### src/rtl/tuner_phy_pkg.sv
// Shared types for the ring tuner control path.
// tuner_ctrl_state_e is the controller state encoding, also exported on o_state.
package tuner_phy_pkg;

    typedef enum logic [2:0] {
        IDLE      = 3'd0,
        SRCH_TRIG = 3'd1,
        SRCH_WAIT = 3'd2,
        SELECT    = 3'd3,
        LOCK_TRIG = 3'd4,
        TRACK     = 3'd5,
        ERR       = 3'd6
    } tuner_ctrl_state_e;

    // Index width for a table of n entries; never narrower than one bit.
    function automatic int unsigned idx_width(input int unsigned n);
        return (n > 1) ? $clog2(n) : 1;
    endfunction

endpackage

### src/rtl/tuner_peak_select.sv
// Peak selector for the tuner controller.
// Mode 0 scans one table entry per cycle and keeps the strongest (strict >, so ties
// keep the lowest index); mode 1 returns the requested index in a single cycle.
// Entries at or above the captured count are never examined.
module tuner_peak_select
    import tuner_phy_pkg::*;
#(
    parameter int unsigned ADC_WIDTH  = 8,
    parameter int unsigned NUM_TARGET = 8
) (
    input  logic                              i_clk,
    input  logic                              i_rst,
    input  logic                              i_clr,
    input  logic                              i_en,
    input  logic                              i_mode,
    input  logic [$clog2(NUM_TARGET)-1:0]     i_idx,
    input  logic [$clog2(NUM_TARGET):0]       i_cnt,
    input  logic [ADC_WIDTH*NUM_TARGET-1:0]   i_pwr_tbl,
    output logic [$clog2(NUM_TARGET)-1:0]     o_sel_idx,
    output logic                              o_done,
    output logic                              o_err
);

    localparam int unsigned IW = idx_width(NUM_TARGET);
    localparam int unsigned CW = IW + 1;

    logic [ADC_WIDTH-1:0] w_pwr [NUM_TARGET];
    logic [IW-1:0]        r_scan;
    logic [IW-1:0]        r_best_idx;
    logic [ADC_WIDTH-1:0] r_best_pwr;
    logic [ADC_WIDTH-1:0] w_cur_pwr;
    logic                 w_bad;
    logic                 w_last;
    logic                 w_take;

    for (genvar g = 0; g < NUM_TARGET; g++) begin : g_unpack
        assign w_pwr[g] = i_pwr_tbl[g*ADC_WIDTH +: ADC_WIDTH];
    end

    // Candidate evaluation for the entry under the scan pointer.
    always_comb begin
        w_cur_pwr = w_pwr[r_scan];
        w_bad     = (i_cnt == '0) || (i_mode && ({1'b0, i_idx} >= i_cnt));
        // Stop at the last counted entry, or at the table end if count overshoots.
        w_last    = ({1'b0, r_scan} == (i_cnt - CW'(1))) || (r_scan == IW'(NUM_TARGET - 1));
        w_take    = (r_scan == '0) || (w_cur_pwr > r_best_pwr);
        o_sel_idx = i_mode ? i_idx : (w_take ? r_scan : r_best_idx);
        o_done    = i_en && !w_bad && (i_mode || w_last);
        o_err     = i_en && w_bad;
    end

    // Scan pointer and running maximum; cleared on every new table capture.
    always_ff @(posedge i_clk or posedge i_rst) begin
        if (i_rst) begin
            r_scan     <= '0;
            r_best_idx <= '0;
            r_best_pwr <= '0;
        end else if (i_clr) begin
            r_scan     <= '0;
            r_best_idx <= '0;
            r_best_pwr <= '0;
        end else if (i_en && !i_mode && !w_bad) begin
            if (!w_last) begin
                r_scan <= r_scan + IW'(1);
            end
            if (w_take) begin
                r_best_idx <= r_scan;
                r_best_pwr <= w_cur_pwr;
            end
        end
    end

endmodule

### src/rtl/tuner_ctrl.sv
// Ring tuner controller: search -> peak select -> lock -> track sequencing.
// Optional feature macro TUNER_CTRL_RETRY_EN: when defined, lock loss re-runs the
// search up to MAX_RETRY times before erroring; otherwise lock loss errors at once.
module tuner_ctrl
    import tuner_phy_pkg::*;
#(
    parameter int unsigned DAC_WIDTH  = 8,
    parameter int unsigned ADC_WIDTH  = 8,
    parameter int unsigned NUM_TARGET = 8,
    parameter int unsigned MAX_RETRY  = 3
) (
    input  logic                              i_clk,
    input  logic                              i_rst,
    input  logic                              i_start,
    input  logic                              i_abort,
    output logic                              o_search_trig_val,
    input  logic                              i_search_trig_rdy,
    input  logic                              i_peaks_val,
    output logic                              o_peaks_rdy,
    input  logic [DAC_WIDTH*NUM_TARGET-1:0]   i_ring_tune_peaks,
    input  logic [ADC_WIDTH*NUM_TARGET-1:0]   i_pwr_peaks,
    input  logic [$clog2(NUM_TARGET):0]       i_peaks_cnt,
    input  logic                              i_cfg_sel_mode,
    input  logic [$clog2(NUM_TARGET)-1:0]     i_cfg_peak_idx,
    output logic [ADC_WIDTH-1:0]              o_cfg_pwr_peak,
    output logic [DAC_WIDTH-1:0]              o_cfg_ring_tune_peak,
    output logic                              o_lock_trig_val,
    input  logic                              i_lock_trig_rdy,
    output logic                              o_lock_track_rdy,
    input  logic                              i_lock_err,
    output tuner_ctrl_state_e                 o_state,
    output logic                              o_err
);

    localparam int unsigned IW = idx_width(NUM_TARGET);
    localparam int unsigned CW = IW + 1;

    tuner_ctrl_state_e r_state;
    tuner_ctrl_state_e w_state_d;

    logic [ADC_WIDTH*NUM_TARGET-1:0] r_pwr_tbl;
    logic [DAC_WIDTH*NUM_TARGET-1:0] r_tune_tbl;
    logic [CW-1:0]                   r_cnt;
    logic                            r_mode;
    logic [IW-1:0]                   r_idx;

    logic [ADC_WIDTH-1:0] w_pwr_arr  [NUM_TARGET];
    logic [DAC_WIDTH-1:0] w_tune_arr [NUM_TARGET];

    logic [ADC_WIDTH-1:0] r_cfg_pwr;
    logic [DAC_WIDTH-1:0] r_cfg_tune;
    logic                 r_search_trig_val;
    logic                 r_peaks_rdy;
    logic                 r_lock_trig_val;
    logic                 r_lock_track_rdy;
    logic                 r_err;

    logic          w_capture;
    logic          w_sel_en;
    logic [IW-1:0] w_sel_idx;
    logic          w_sel_done;
    logic          w_sel_err;
    logic          w_cfg_load;

`ifdef TUNER_CTRL_RETRY_EN
    localparam int unsigned RW = (MAX_RETRY > 0) ? $clog2(MAX_RETRY + 1) : 1;
    logic [RW-1:0] r_retry;
    logic [RW-1:0] w_retry_d;
`endif

    for (genvar g = 0; g < NUM_TARGET; g++) begin : g_unpack
        assign w_pwr_arr[g]  = r_pwr_tbl[g*ADC_WIDTH +: ADC_WIDTH];
        assign w_tune_arr[g] = r_tune_tbl[g*DAC_WIDTH +: DAC_WIDTH];
    end

    assign w_capture  = (r_state == SRCH_WAIT) && i_peaks_val && r_peaks_rdy && !i_abort;
    assign w_sel_en   = (r_state == SELECT);
    assign w_cfg_load = w_sel_done && !i_abort;

    tuner_peak_select #(
        .ADC_WIDTH  (ADC_WIDTH),
        .NUM_TARGET (NUM_TARGET)
    ) u_peak_select (
        .i_clk     (i_clk),
        .i_rst     (i_rst),
        .i_clr     (w_capture),
        .i_en      (w_sel_en),
        .i_mode    (r_mode),
        .i_idx     (r_idx),
        .i_cnt     (r_cnt),
        .i_pwr_tbl (r_pwr_tbl),
        .o_sel_idx (w_sel_idx),
        .o_done    (w_sel_done),
        .o_err     (w_sel_err)
    );

    // Next-state decode; abort overrides every transition.
    always_comb begin
        w_state_d = r_state;
`ifdef TUNER_CTRL_RETRY_EN
        w_retry_d = r_retry;
`endif
        if (i_abort) begin
            w_state_d = IDLE;
`ifdef TUNER_CTRL_RETRY_EN
            w_retry_d = '0;
`endif
        end else begin
            unique case (r_state)
                IDLE:      if (i_start) w_state_d = SRCH_TRIG;
                SRCH_TRIG: if (i_search_trig_rdy) w_state_d = SRCH_WAIT;
                SRCH_WAIT: if (i_peaks_val) w_state_d = SELECT;
                SELECT: begin
                    if (w_sel_err) begin
                        w_state_d = ERR;
                    end else if (w_sel_done) begin
                        w_state_d = LOCK_TRIG;
                    end
                end
                LOCK_TRIG: if (i_lock_trig_rdy) w_state_d = TRACK;
                TRACK: begin
                    if (i_lock_err) begin
`ifdef TUNER_CTRL_RETRY_EN
                        if (32'(r_retry) < MAX_RETRY) begin
                            w_retry_d = r_retry + RW'(1);
                            w_state_d = SRCH_TRIG;
                        end else begin
                            w_state_d = ERR;
                        end
`else
                        w_state_d = ERR;
`endif
                    end
                end
                ERR:       w_state_d = ERR;
                default:   w_state_d = IDLE;
            endcase
        end
    end

    // State register plus handshake/error flags registered from the next state,
    // so each flag is high exactly while its owning state is current.
    always_ff @(posedge i_clk or posedge i_rst) begin
        if (i_rst) begin
            r_state           <= IDLE;
            r_search_trig_val <= 1'b0;
            r_peaks_rdy       <= 1'b0;
            r_lock_trig_val   <= 1'b0;
            r_lock_track_rdy  <= 1'b0;
            r_err             <= 1'b0;
        end else begin
            r_state           <= w_state_d;
            r_search_trig_val <= (w_state_d == SRCH_TRIG);
            r_peaks_rdy       <= (w_state_d == SRCH_WAIT);
            r_lock_trig_val   <= (w_state_d == LOCK_TRIG);
            r_lock_track_rdy  <= (w_state_d == TRACK);
            r_err             <= (w_state_d == ERR);
        end
    end

    // Peak table capture on the search-result handshake.
    always_ff @(posedge i_clk or posedge i_rst) begin
        if (i_rst) begin
            r_pwr_tbl  <= '0;
            r_tune_tbl <= '0;
            r_cnt      <= '0;
            r_mode     <= 1'b0;
            r_idx      <= '0;
        end else if (w_capture) begin
            r_pwr_tbl  <= i_pwr_peaks;
            r_tune_tbl <= i_ring_tune_peaks;
            r_cnt      <= i_peaks_cnt;
            r_mode     <= i_cfg_sel_mode;
            r_idx      <= i_cfg_peak_idx;
        end
    end

    // Selected peak handed to the lock stage; held until the next successful select.
    always_ff @(posedge i_clk or posedge i_rst) begin
        if (i_rst) begin
            r_cfg_pwr  <= '0;
            r_cfg_tune <= '0;
        end else if (w_cfg_load) begin
            r_cfg_pwr  <= w_pwr_arr[w_sel_idx];
            r_cfg_tune <= w_tune_arr[w_sel_idx];
        end
    end

`ifdef TUNER_CTRL_RETRY_EN
    // Lock-loss retry count; only abort or reset clears it.
    always_ff @(posedge i_clk or posedge i_rst) begin
        if (i_rst) begin
            r_retry <= '0;
        end else begin
            r_retry <= w_retry_d;
        end
    end
`endif

    assign o_search_trig_val    = r_search_trig_val;
    assign o_peaks_rdy          = r_peaks_rdy;
    assign o_lock_trig_val      = r_lock_trig_val;
    assign o_lock_track_rdy     = r_lock_track_rdy;
    assign o_err                = r_err;
    assign o_cfg_pwr_peak       = r_cfg_pwr;
    assign o_cfg_ring_tune_peak = r_cfg_tune;
    assign o_state              = r_state;

endmodule

### config.mk
export PLATFORM = sky130hd
export DESIGN_NAME = tuner_ctrl
export DESIGN_NICKNAME = d
export VERILOG_FILES = /design/src/rtl/tuner_phy_pkg.sv /design/src/rtl/tuner_peak_select.sv /design/src/rtl/tuner_ctrl.sv
export SDC_FILE = /design/constraint.sdc
export NUM_CORES = 1
export LEC_CHECK = 0
export CAP_MARGIN = 20
export CORE_AREA = 2 2 135 137
export CTS_CLUSTER_SIZE = 8
export DETAILED_ROUTE_END_ITERATION = 10
export DIE_AREA = 0 0 137 139
export PLACE_DENSITY_LB_ADDON = 0.3
export SLEW_MARGIN = 20
export SYNTH_ARGS = -nofsm -noshare
export SYNTH_HDL_FRONTEND = slang
export SYNTH_SLANG_ARGS = --single-unit
### constraint.sdc
create_clock -name i_clk -period 6.09 [get_ports i_clk]
set_input_delay 0.609 -clock i_clk [delete_from_list [all_inputs] [get_ports i_clk]]
set_output_delay 0.609 -clock i_clk [all_outputs]
set_load 0.005 [all_outputs]
# --- Word-level counts from Yosys, hierarchy flattened ---
# Cells that the tools add are included.
totals:
  ff_bits: 174
  in_bits: 144
classes:
  add_sub_neg: 2
  magnitude_cmp: 4
  n_eq_ne: 14
  n_mux: 28
  bitwise: 2
  n_reduce_logical: 24
op_table:
  columns: ["cell", "count"]
  rows:
  - ["binary-select mux 8 bit (select 3 bit)", 3]
  - ["2-to-1 mux 8 bit", 9]
  - ["2-to-1 mux 3 bit", 15]
  - ["== test 3 bit (second input constant)", 7]
  - ["one-hot mux 3 bit (7 select lines)", 1]
  - ["logical AND 1 bit", 10]
  - ["== test 3 x 2 -> 1 bit (second input constant)", 3]
  - [">= comparator 4 bit (second input constant)", 2]
  - ["greater-than comparator 8 bit", 1]
  - ["NOT 3 -> 4 bit", 2]
  - ["== test 3 x 1 -> 1 bit (second input constant)", 2]
  - ["zero test 3 bit", 2]
  - ["== test 3 x 4 -> 1 bit", 1]
  - [">= comparator 3 x 4 -> 1 bit", 1]
  - ["zero test 4 bit", 1]
  - ["logical OR 1 bit", 4]
  - ["AND reduction 2 bit", 2]
  - ["nonzero test 2 bit", 2]
  - ["subtractor 4 x 1 -> 4 bit (second input constant)", 1]
  - ["adder 3 x 1 -> 3 bit (second input constant)", 1]
  - ["zero test 1 bit", 3]
  - ["!= test 2 x 1 -> 1 bit (second input constant)", 1]

# --- Depth between registers and ports, before layout ---
# Gate-level depths: netlist of run 1.
depth:
  ltp_word: 12
  ltp_mapped: 15
  mapped_depth_nobuf: 11

# --- Hierarchy ---
# From an unflattened synthesis of run 1, not the netlist that was laid out.
unflattened:
  hier_cells: 632
  hier_area_um2: 9221.3
modules_own_cells:
  columns: ["mod", "instances", "cells_per_inst", "area_per_inst_um2", "seq_area_each_um2"]
  rows:
  - ["tuner_ctrl", 1, 447, 7458.4, 4003.8]
  - ["tuner_peak_select", 1, 185, 1762.9, 350.3]

# --- Worst setup path after synthesis of run 1 ---
# No wires, ideal clock.
synth_path:
  path_type: "reg-to-reg"
  startpoint: "register u_peak_select.r_scan[0]"
  endpoint: "register r_cfg_tune[5], in the netlist o_cfg_ring_tune_peak[5]"
  arrival_ns: 5.183
  required_ns: 5.964
  slack_ns: 0.781
  stages_incl_launch_ff: 15
  path_buffers: 3
  path_cell_list: "dfrtp_1 buf_1 clkbuf_1 mux4_2 mux2_2 ha_1 a211oi_1 nor2_1 or4b_4 a21oi_4 mux2i_2 buf_6 mux4_2 and3_1 a221o_1"
synth_between:
  elab_chain_cells: 12
synth_rtl:
  columns: ["item", "line_no", "text"]
  rows:
  - ["from (decl)", "tuner_peak_select.sv:28", "logic [IW-1:0] r_scan;"]
  - ["from (signal assigned)", "tuner_peak_select.sv:64", "r_scan <= r_scan + IW'(1);"]
  - ["NOT 3 -> 4 bit (implied by the code)", "tuner_peak_select.sv:42", "w_cur_pwr = w_pwr[r_scan];"]
  - ["binary-select mux 8 bit (select 3 bit)", "tuner_peak_select.sv:42", null]
  - ["2-to-1 mux 8 bit (implied by the code) (2 in a row)", "tuner_peak_select.sv:42", null]
  - ["greater-than comparator 8 bit", "tuner_peak_select.sv:46", "w_take = (r_scan == '0) || (w_cur_pwr > r_best_pwr);"]
  - ["logical OR 1 bit", "tuner_peak_select.sv:46", null]
  - ["2-to-1 mux 3 bit (2 in a row)", "tuner_peak_select.sv:47", "o_sel_idx = i_mode ? i_idx : (w_take ? r_scan : r_best_idx);"]
  - ["NOT 3 -> 4 bit (implied by the code)", "tuner_ctrl.sv:185", "r_cfg_tune <= w_tune_arr[w_sel_idx];"]
  - ["binary-select mux 8 bit (select 3 bit)", "tuner_ctrl.sv:185", null]
  - ["2-to-1 mux 8 bit (implied by the code) (2 in a row)", "tuner_ctrl.sv:185", null]
  - ["to (signal assigned)", "tuner_ctrl.sv:185", null]
  - ["to (decl)", "tuner_ctrl.sv:51", "logic [DAC_WIDTH-1:0] r_cfg_tune;"]
# Several ways; a longest one is shown, not always the timed one. The select of a mux whose other input is x is not followed.
# A chain may end at the register's enable or synchronous reset.

# --- Final worst setup path of run 1 ---
# Ends and elaborated chain as after synthesis.

==> flow_summary.yaml, run 1 <==
timing:
  rsz0062_at_grt: "false"
  fin_crit_ns: 4.854
  fin_worst_skew_ns: 0.01146
  maxSlewViolCount: 0
  hold_viol: 0
  worstMarginPinSlew_ns: 1.077
  fin_setup_tns_ns: 0
  relSlewSlack_pct: 28.02
  min_period_over_period_pct: 79.70
  fmax_mhz: 206.0
  setup_violations: 0
cts:
  tritoncts: "done"
  cts_resized: 0
  hold_buffers: 0
  cts_made_buffers: 17
  cts_setup_buffers: 0
  worstSkewPairLatency_ns: 0.43
  clkTransAtPathRegs_ns: 0.07
  cts_htree_levels: 4
  cts_max_path_buffers: 2
  clock_sinks: 174
  cts_root_buf: "clkbuf_16"
yosys:
  yosys_register_bits: 174
  syn-cell-area_mm2: 0.008588
  ys_warn_count: 0
  synth_edf_count: 0
  synth_xor_xnor_area_share_pct: 0.4079
  async_flop_share_pct: 100.0
  synth_fp_nets: 1090
  synth_compound_area_share_pct: 7.998
  synth_flop_cell: "dfrtp_1"
  synth_top_family_by_area: "simple AND/OR/NAND/NOR gates"
  synthCells: 931
  muxShareOfSynthArea_pct: 12.43
  synth_fa_ha_area_share_pct: 2.185
  syn_area_per_cell_um2: 9.225
  synth.distinct_cells: 48
  synth-simple-area-share_pct: 22.97
  seq_area_frac_synth_pct: 50.70
finish:
  nFillCells: 1463
  final_nets: 1231
  layout-drive-gt1-share_pct: 9.401
  n_antenna_cell: 0
  area.sequential_mm2: 0.004354
  layout_common_cells: "nand2_1 (437), dfrtp_1 (174), clkdlybuf4s50_1 (167)"
  final_common_cell: "nand2_1"
  syn_to_final_growth_pct: 28.35
  multiInputGateArea_mm2: 0.003973
grt:
  grt_pass1_wl_mm: 36.43
  grt_overflow: 0
  grt_pass1_vias: 6995
  grt_start_max_net_pins: 117
  antenna_found_initial: 0
  grt_use_total_pct: 25.16
routing:
  dr.first_iter.drc_count: 561
  drtPass1Iterations: 5
  drc_errors: 0
  routed_wl_mm: 23.37
  drtAntennaViolNets: 0
  routed_via_density: 5.441
  num_vias: 7149
  wl_per_cell_um: 17.78
floorplan:
  core.rowCount: 49
  die_area_mm2: 0.01904
  initial_core_util_pct: 48.64
  io_pins: 168
  die_w_um: 137
  fp.dieH_um: 139
  core_region_area_mm2: 0.01766
hold_path:
  min_path_type: "in2async"
placement:
  io_buffers: 167
  hpwlAfterDp_mm: 16.58
  gp_congestion: 0.9344
setup_path:
  worst_setup_path_start_kind: "flop"
  crit_chain: "buf_4 -> mux4_2 -> mux2_2 -> ha_1 -> a211oi_1 -> nor2_1 -> or4b_4 -> a21oi_4 -> mux2i_4 -> buf_4 -> mux4_2 -> and3_1 -> a221o_1"
  reg2reg_slack_ns: 1.24
  ff2ff_path_depth: 13
  crit_type: "reg2reg"
  reg2reg_to: "o_cfg_ring_tune_peak[5]$_DFFE_PP0P_"
  r2r-start: "u_peak_select.r_scan[0]$_DFFE_PP0P_"
  critPathBufInv: 2
  worst_path_dominant_cell_family: "multiplexers"
  crit_start: "u_peak_select.r_scan[0]$_DFFE_PP0P_"
  slowest_stage: "dfrtp_1"
  critPathRequiredTime_ns: 6.41
  worstSetupEndpointType: "flop"
  crit_cells: 13
  worst-path-max-fanout: 39
  slowest_delay_ns: 0.60
  cp.arrival_ns: 5.17
  crit_path_end: "o_cfg_ring_tune_peak[5]$_DFFE_PP0P_"
power_and_ir_drop:
  power.total_mw: 2.769
  sequentialPowerShare_pct: 47.1
  p_switching_uw: 759.4
  cellPowerDensity_mw_per_mm2: 251.2
  p_int_mw: 2.009
  vdd_drop_max_uv: 195.0
  pwr-share-comb_pct: 15.2
  switching_share_pct: 27.43
  pwr-share-clk_pct: 37.7
  leakage_nw: 5.481
flow_run:
  drv_cap: 0
run_status:
  outcome: "finished clean"
==> metrics by stage <==
step,utilization (%),instance area (um^2),instances,setup slack [ns],hold WS (ns)
final,62.43,11020,1314,1.236,0.4773
after floorplan,-,8588,931,0.7642,0.4401
after CTS,62.25,10990,1313,1.237,0.4806
after detailed placement,59.04,10430,1281,1.245,0.4630
after global placement,59.04,10430,1281,1.339,0.4571
after global routing,62.43,11020,1314,0.9665,0.4952
==> flip-flops by register name, indices dropped and copies added, names as in the netlist <==
| name | count |
|---|---|
| u_peak_select.r_best_pwr | 8 |
| r_pwr_tbl | 64 |
| r_idx | 3 |
| u_peak_select.r_scan | 3 |
| o_cfg_pwr_peak | 8 |
| o_peaks_rdy | 1 |
| o_lock_track_rdy | 1 |
| r_tune_tbl | 64 |
| u_peak_select.r_best_idx | 3 |
| o_lock_trig_val | 1 |
| r_cnt | 4 |
| o_err | 1 |
| r_mode | 1 |
| o_cfg_ring_tune_peak | 8 |
| o_search_trig_val | 1 |
| o_state | 3 |
==> cells by family after synthesis <==
family / count (synthesis)
fa+ha+maj: 15
buf+inv: 73
compound gates: 96
xor+xnor: 4
mux: 73
flops: 174
simple gates: 496
==> power by group through the flow <==
stage	Combinational, mW	Sequential, mW	Clock (mW)
3_5_place_dp	0.419	1.32	0
3_3_place_gp	0.408	1.32	0
4_1_cts	0.421	1.30	1.06
6_report	0.422	1.30	1.04
5_1_grt	0.464	1.31	1.11
2_1_floorplan	0.253	1.28	0
==> area by class of cell <==
class | instances | share of cell area [%]
clock buffers | 18 | 3.984
clock inverters | 14 | 1.158
inverters | 18 | 0.6583
multi-input cells | 684 | 36.04
flip-flops and latches | 174 | 39.50
well taps | 229 | 2.599
repair buffers | 177 | 16.06
==> synthesized netlist by cell type, types with 8 or more instances <==
master | number | share of area (%)
o21ai_0 | 17 | 0.99
mux2i_1 | 22 | 2.6
mux2_2 | 26 | 3.4
o22ai_1 | 8 | 0.58
inv_1 | 18 | 0.79
nand2_1 | 437 | 19
and3_1 | 9 | 0.66
mux4_2 | 24 | 6.3
a211oi_1 | 8 | 0.70
nor2_1 | 22 | 0.96
a221o_1 | 8 | 0.93
o31ai_1 | 8 | 0.70
a32o_1 | 8 | 0.93
a22oi_1 | 8 | 0.70
a21oi_1 | 16 | 0.93
clkbuf_1 | 48 | 2.1
ha_1 | 15 | 2.2
dfrtp_1 | 174 | 51
==> how the worst min path moves through the flow <==
| stage | from | end | slack (ns) | depth (start not counted) |
|---|---|---|---|---|
| after global placement | r_tune_tbl[33]$_DFFE_PP0P_ | r_tune_tbl[33]$_DFFE_PP0P_ | 0.46 | 2 |
| after floorplan | r_tune_tbl[17]$_DFFE_PP0P_ | r_tune_tbl[17]$_DFFE_PP0P_ | 0.44 | 2 |
| after CTS | r_tune_tbl[25]$_DFFE_PP0P_ | r_tune_tbl[25]$_DFFE_PP0P_ | 0.48 | 2 |
| after global routing | i_rst | r_pwr_tbl[56]$_DFFE_PP0P_ | 0.50 | 2 |
| after detailed placement | r_tune_tbl[25]$_DFFE_PP0P_ | r_tune_tbl[25]$_DFFE_PP0P_ | 0.46 | 2 |
| final | i_rst | r_tune_tbl[18]$_DFFE_PP0P_ | 0.48 | 2 |
==> routing by layer <==
layer	global-route usage [%]	part of all wire, %
met1	31.44	40
met4	9.929	3.4
met2	42.26	50
met3	5.556	6.1
met5	0	0
(Power assumes the default switching activity.)
==> inputs of run 2 (changes only) <==
==> constraint.sdc (replaced) <==
create_clock -name i_clk -period 4.5 [get_ports i_clk]
set_input_delay 0.45 -clock i_clk [delete_from_list [all_inputs] [get_ports i_clk]]
set_output_delay 0.45 -clock i_clk [all_outputs]
set_load 0.005 [all_outputs]
==> flow_summary.yaml, run 2 (synthesis results as in run 1) <==
flow_run:
  drv_cap: 0
finish:
  area.sequential_mm2: 0.004357
  layout_common_cells: "nand2_1 (436), dfrtp_1 (172), clkdlybuf4s50_1 (167)"
  multiInputGateArea_mm2: 0.004004
  final_common_cell: "nand2_1"
  layout-drive-gt1-share_pct: 10.94
  syn_to_final_growth_pct: 31.06
  final_nets: 1244
  nFillCells: 1446
  utilization_pct: 63.75
  top_regs: "r_pwr_tbl (64), r_tune_tbl (64)"
  fin_cells: 1326
  n_antenna_cell: 0
setup_path:
  crit_chain: "buf_12 -> mux4_2 -> mux2_2 -> ha_1 -> a211oi_2 -> nor2_1 -> or4b_4 -> a21oi_4 -> buf_4 -> mux2i_1 -> a32oi_1 -> a32o_1 -> o31ai_1"
  slowest_delay_ns: 0.79
  cp.arrival_ns: 4.67
  worst-path-max-fanout: 13
  crit_path_end: "o_cfg_pwr_peak[1]$_DFFE_PP0P_"
  critPathRequiredTime_ns: 4.79
  crit_cells: 13
  ff2ff_path_depth: 13
  r2r-start: "u_peak_select.r_scan[0]$_DFFE_PP0P_"
  slowest_stage: "a32oi_1"
  reg2reg_slack_ns: 0.13
  worst_setup_path_start_kind: "flop"
  crit_start: "u_peak_select.r_scan[0]$_DFFE_PP0P_"
  critPathBufInv: 2
  reg2reg_to: "o_cfg_pwr_peak[1]$_DFFE_PP0P_"
  crit_type: "reg2reg"
  worstSetupEndpointType: "flop"
  worst_path_dominant_cell_family: "compound AO/OA/AOI/OAI gates"
hold_path:
  min_path_type: "reg2reg"
timing:
  fin_crit_ns: 4.373
  setup_violations: 0
  fin_worst_skew_ns: 0.01017
  relSlewSlack_pct: 30.21
  min_period_over_period_pct: 97.17
  fmax_mhz: 228.7
  hold_viol: 0
  worstMarginPinSlew_ns: 1.047
  maxSlewViolCount: 0
cts:
  cts_htree_levels: 4
  hold_buffers: 0
  tritoncts: "done"
  worstSkewPairLatency_ns: 0.44
  cts_max_path_buffers: 2
  cts_root_buf: "clkbuf_16"
  clkTransAtPathRegs_ns: 0.07
  clock_sinks: 174
  cts_made_buffers: 17
floorplan:
  initial_core_util_pct: 48.64
  die_area_mm2: 0.01904
  die_w_um: 137
  core.rowCount: 49
  fp.dieH_um: 139
  core_region_area_mm2: 0.01766
  io_pins: 168
grt:
  grt_use_total_pct: 25.83
  grt_overflow: 0
  grt_pass1_wl_mm: 37.59
  antenna_found_initial: 0
  grt_start_max_net_pins: 175
  grt_pass1_vias: 7201
run_status:
  outcome: "finished clean"
routing:
  dr.first_iter.drc_count: 686
  routed_via_density: 5.506
  drtAntennaViolNets: 0
  wl_per_cell_um: 18.20
  drtPass1Iterations: 6
  drc_errors: 0
  routed_wl_mm: 24.13
  num_vias: 7301
placement:
  gp_congestion: 0.9290
  io_buffers: 167
  hpwlAfterDp_mm: 16.57
  dp_cells: 1289
power_and_ir_drop:
  cellPowerDensity_mw_per_mm2: 342.3
  vdd_drop_max_uv: 297.9
  leakage_nw: 5.585
-- run 2: cell count changes in the layout (fill, tap and decap cells not counted), sizes merged --
cell / change
buf: +11
bufinv: +1
inv: -2
clkbuf: +3
clkinv: +1
clkinvlp: -2
-- run 2: power breakdown --
part           internal, mW  total, mW  switching (mW)
Sequential             1.66       1.76          0.0981
Combinational         0.354      0.640           0.286
Clock                 0.803       1.45           0.651
-- run 2: worst min-delay path by stage --
stage / start / to / slack (ns) / cells past startpoint
3_5_place_dp: r_tune_tbl[35]$_DFFE_PP0P_ / r_tune_tbl[35]$_DFFE_PP0P_ / 0.46 / 2
6_report: r_tune_tbl[57]$_DFFE_PP0P_ / r_tune_tbl[57]$_DFFE_PP0P_ / 0.48 / 2
4_1_cts: r_tune_tbl[57]$_DFFE_PP0P_ / r_tune_tbl[57]$_DFFE_PP0P_ / 0.48 / 2
2_1_floorplan: r_tune_tbl[17]$_DFFE_PP0P_ / r_tune_tbl[17]$_DFFE_PP0P_ / 0.44 / 2
3_3_place_gp: r_tune_tbl[35]$_DFFE_PP0P_ / r_tune_tbl[35]$_DFFE_PP0P_ / 0.45 / 2
5_1_grt: r_tune_tbl[9]$_DFFE_PP0P_ / r_tune_tbl[9]$_DFFE_PP0P_ / 0.49 / 2
-- run 2: repair_timing --
item	4_1_cts	5_1_grt
gates resized for setup	0	5
endpoints found under the setup margin	0	16
buffers inserted	0	4
-- run 2: layer usage --
metal  track usage, %  part of all wire, %
met3            5.300                  7.4
met1            33.02                   39
met5                0                    0
met4            11.45                  4.4
met2            42.29                   49
-- run 2: tightest hold or removal path, cell delays in order (launching register included) --
cell	delay [ns]
dfrtp_1	0.34
nand2_1	0.05
nand2_1	0.05
-- run 2: area by class of cell --
type	instances	area share (%)
Clock buffer	19	4.024
Clock inverter	12	1.123
Inverter	18	0.6336
Multi-Input combinational cell	684	35.57
Sequential cell	174	38.71
Tap cell	229	2.546
Timing Repair Buffer	190	17.40
-- run 2: metrics by stage --
stage / setup slack (ns) / setup TNS [ns] / hold WS (ns) / power (mW) / cell area [um^2]
finish: 0.1271 / 0 / 0.4754 / 3.852 / 11260
global route: -0.007196 / -0.01168 / 0.4931 / 3.997 / 11260
CTS: 0.04568 / 0 / 0.4787 / 3.829 / 11150
detailed placement: 0.06213 / 0 / 0.4584 / 2.384 / 10570
global placement: 0.1741 / 0 / 0.4539 / 2.369 / 10570
floorplan: 0.01603 / 0 / 0.4401 / 2.089 / 8651
==> inputs of run 3 (changes only) <==
--- a/config.mk
+++ b/config.mk
@@ -5,7 +5,6 @@
 export SDC_FILE = /design/constraint.sdc
 export NUM_CORES = 1
 export LEC_CHECK = 0
-export CAP_MARGIN = 20
 export CORE_AREA = 2 2 135 137
 export CTS_CLUSTER_SIZE = 8
 export DETAILED_ROUTE_END_ITERATION = 10
==> results of run 3 <==
The final DEF is identical to that of run 2; final timing and power are the same.
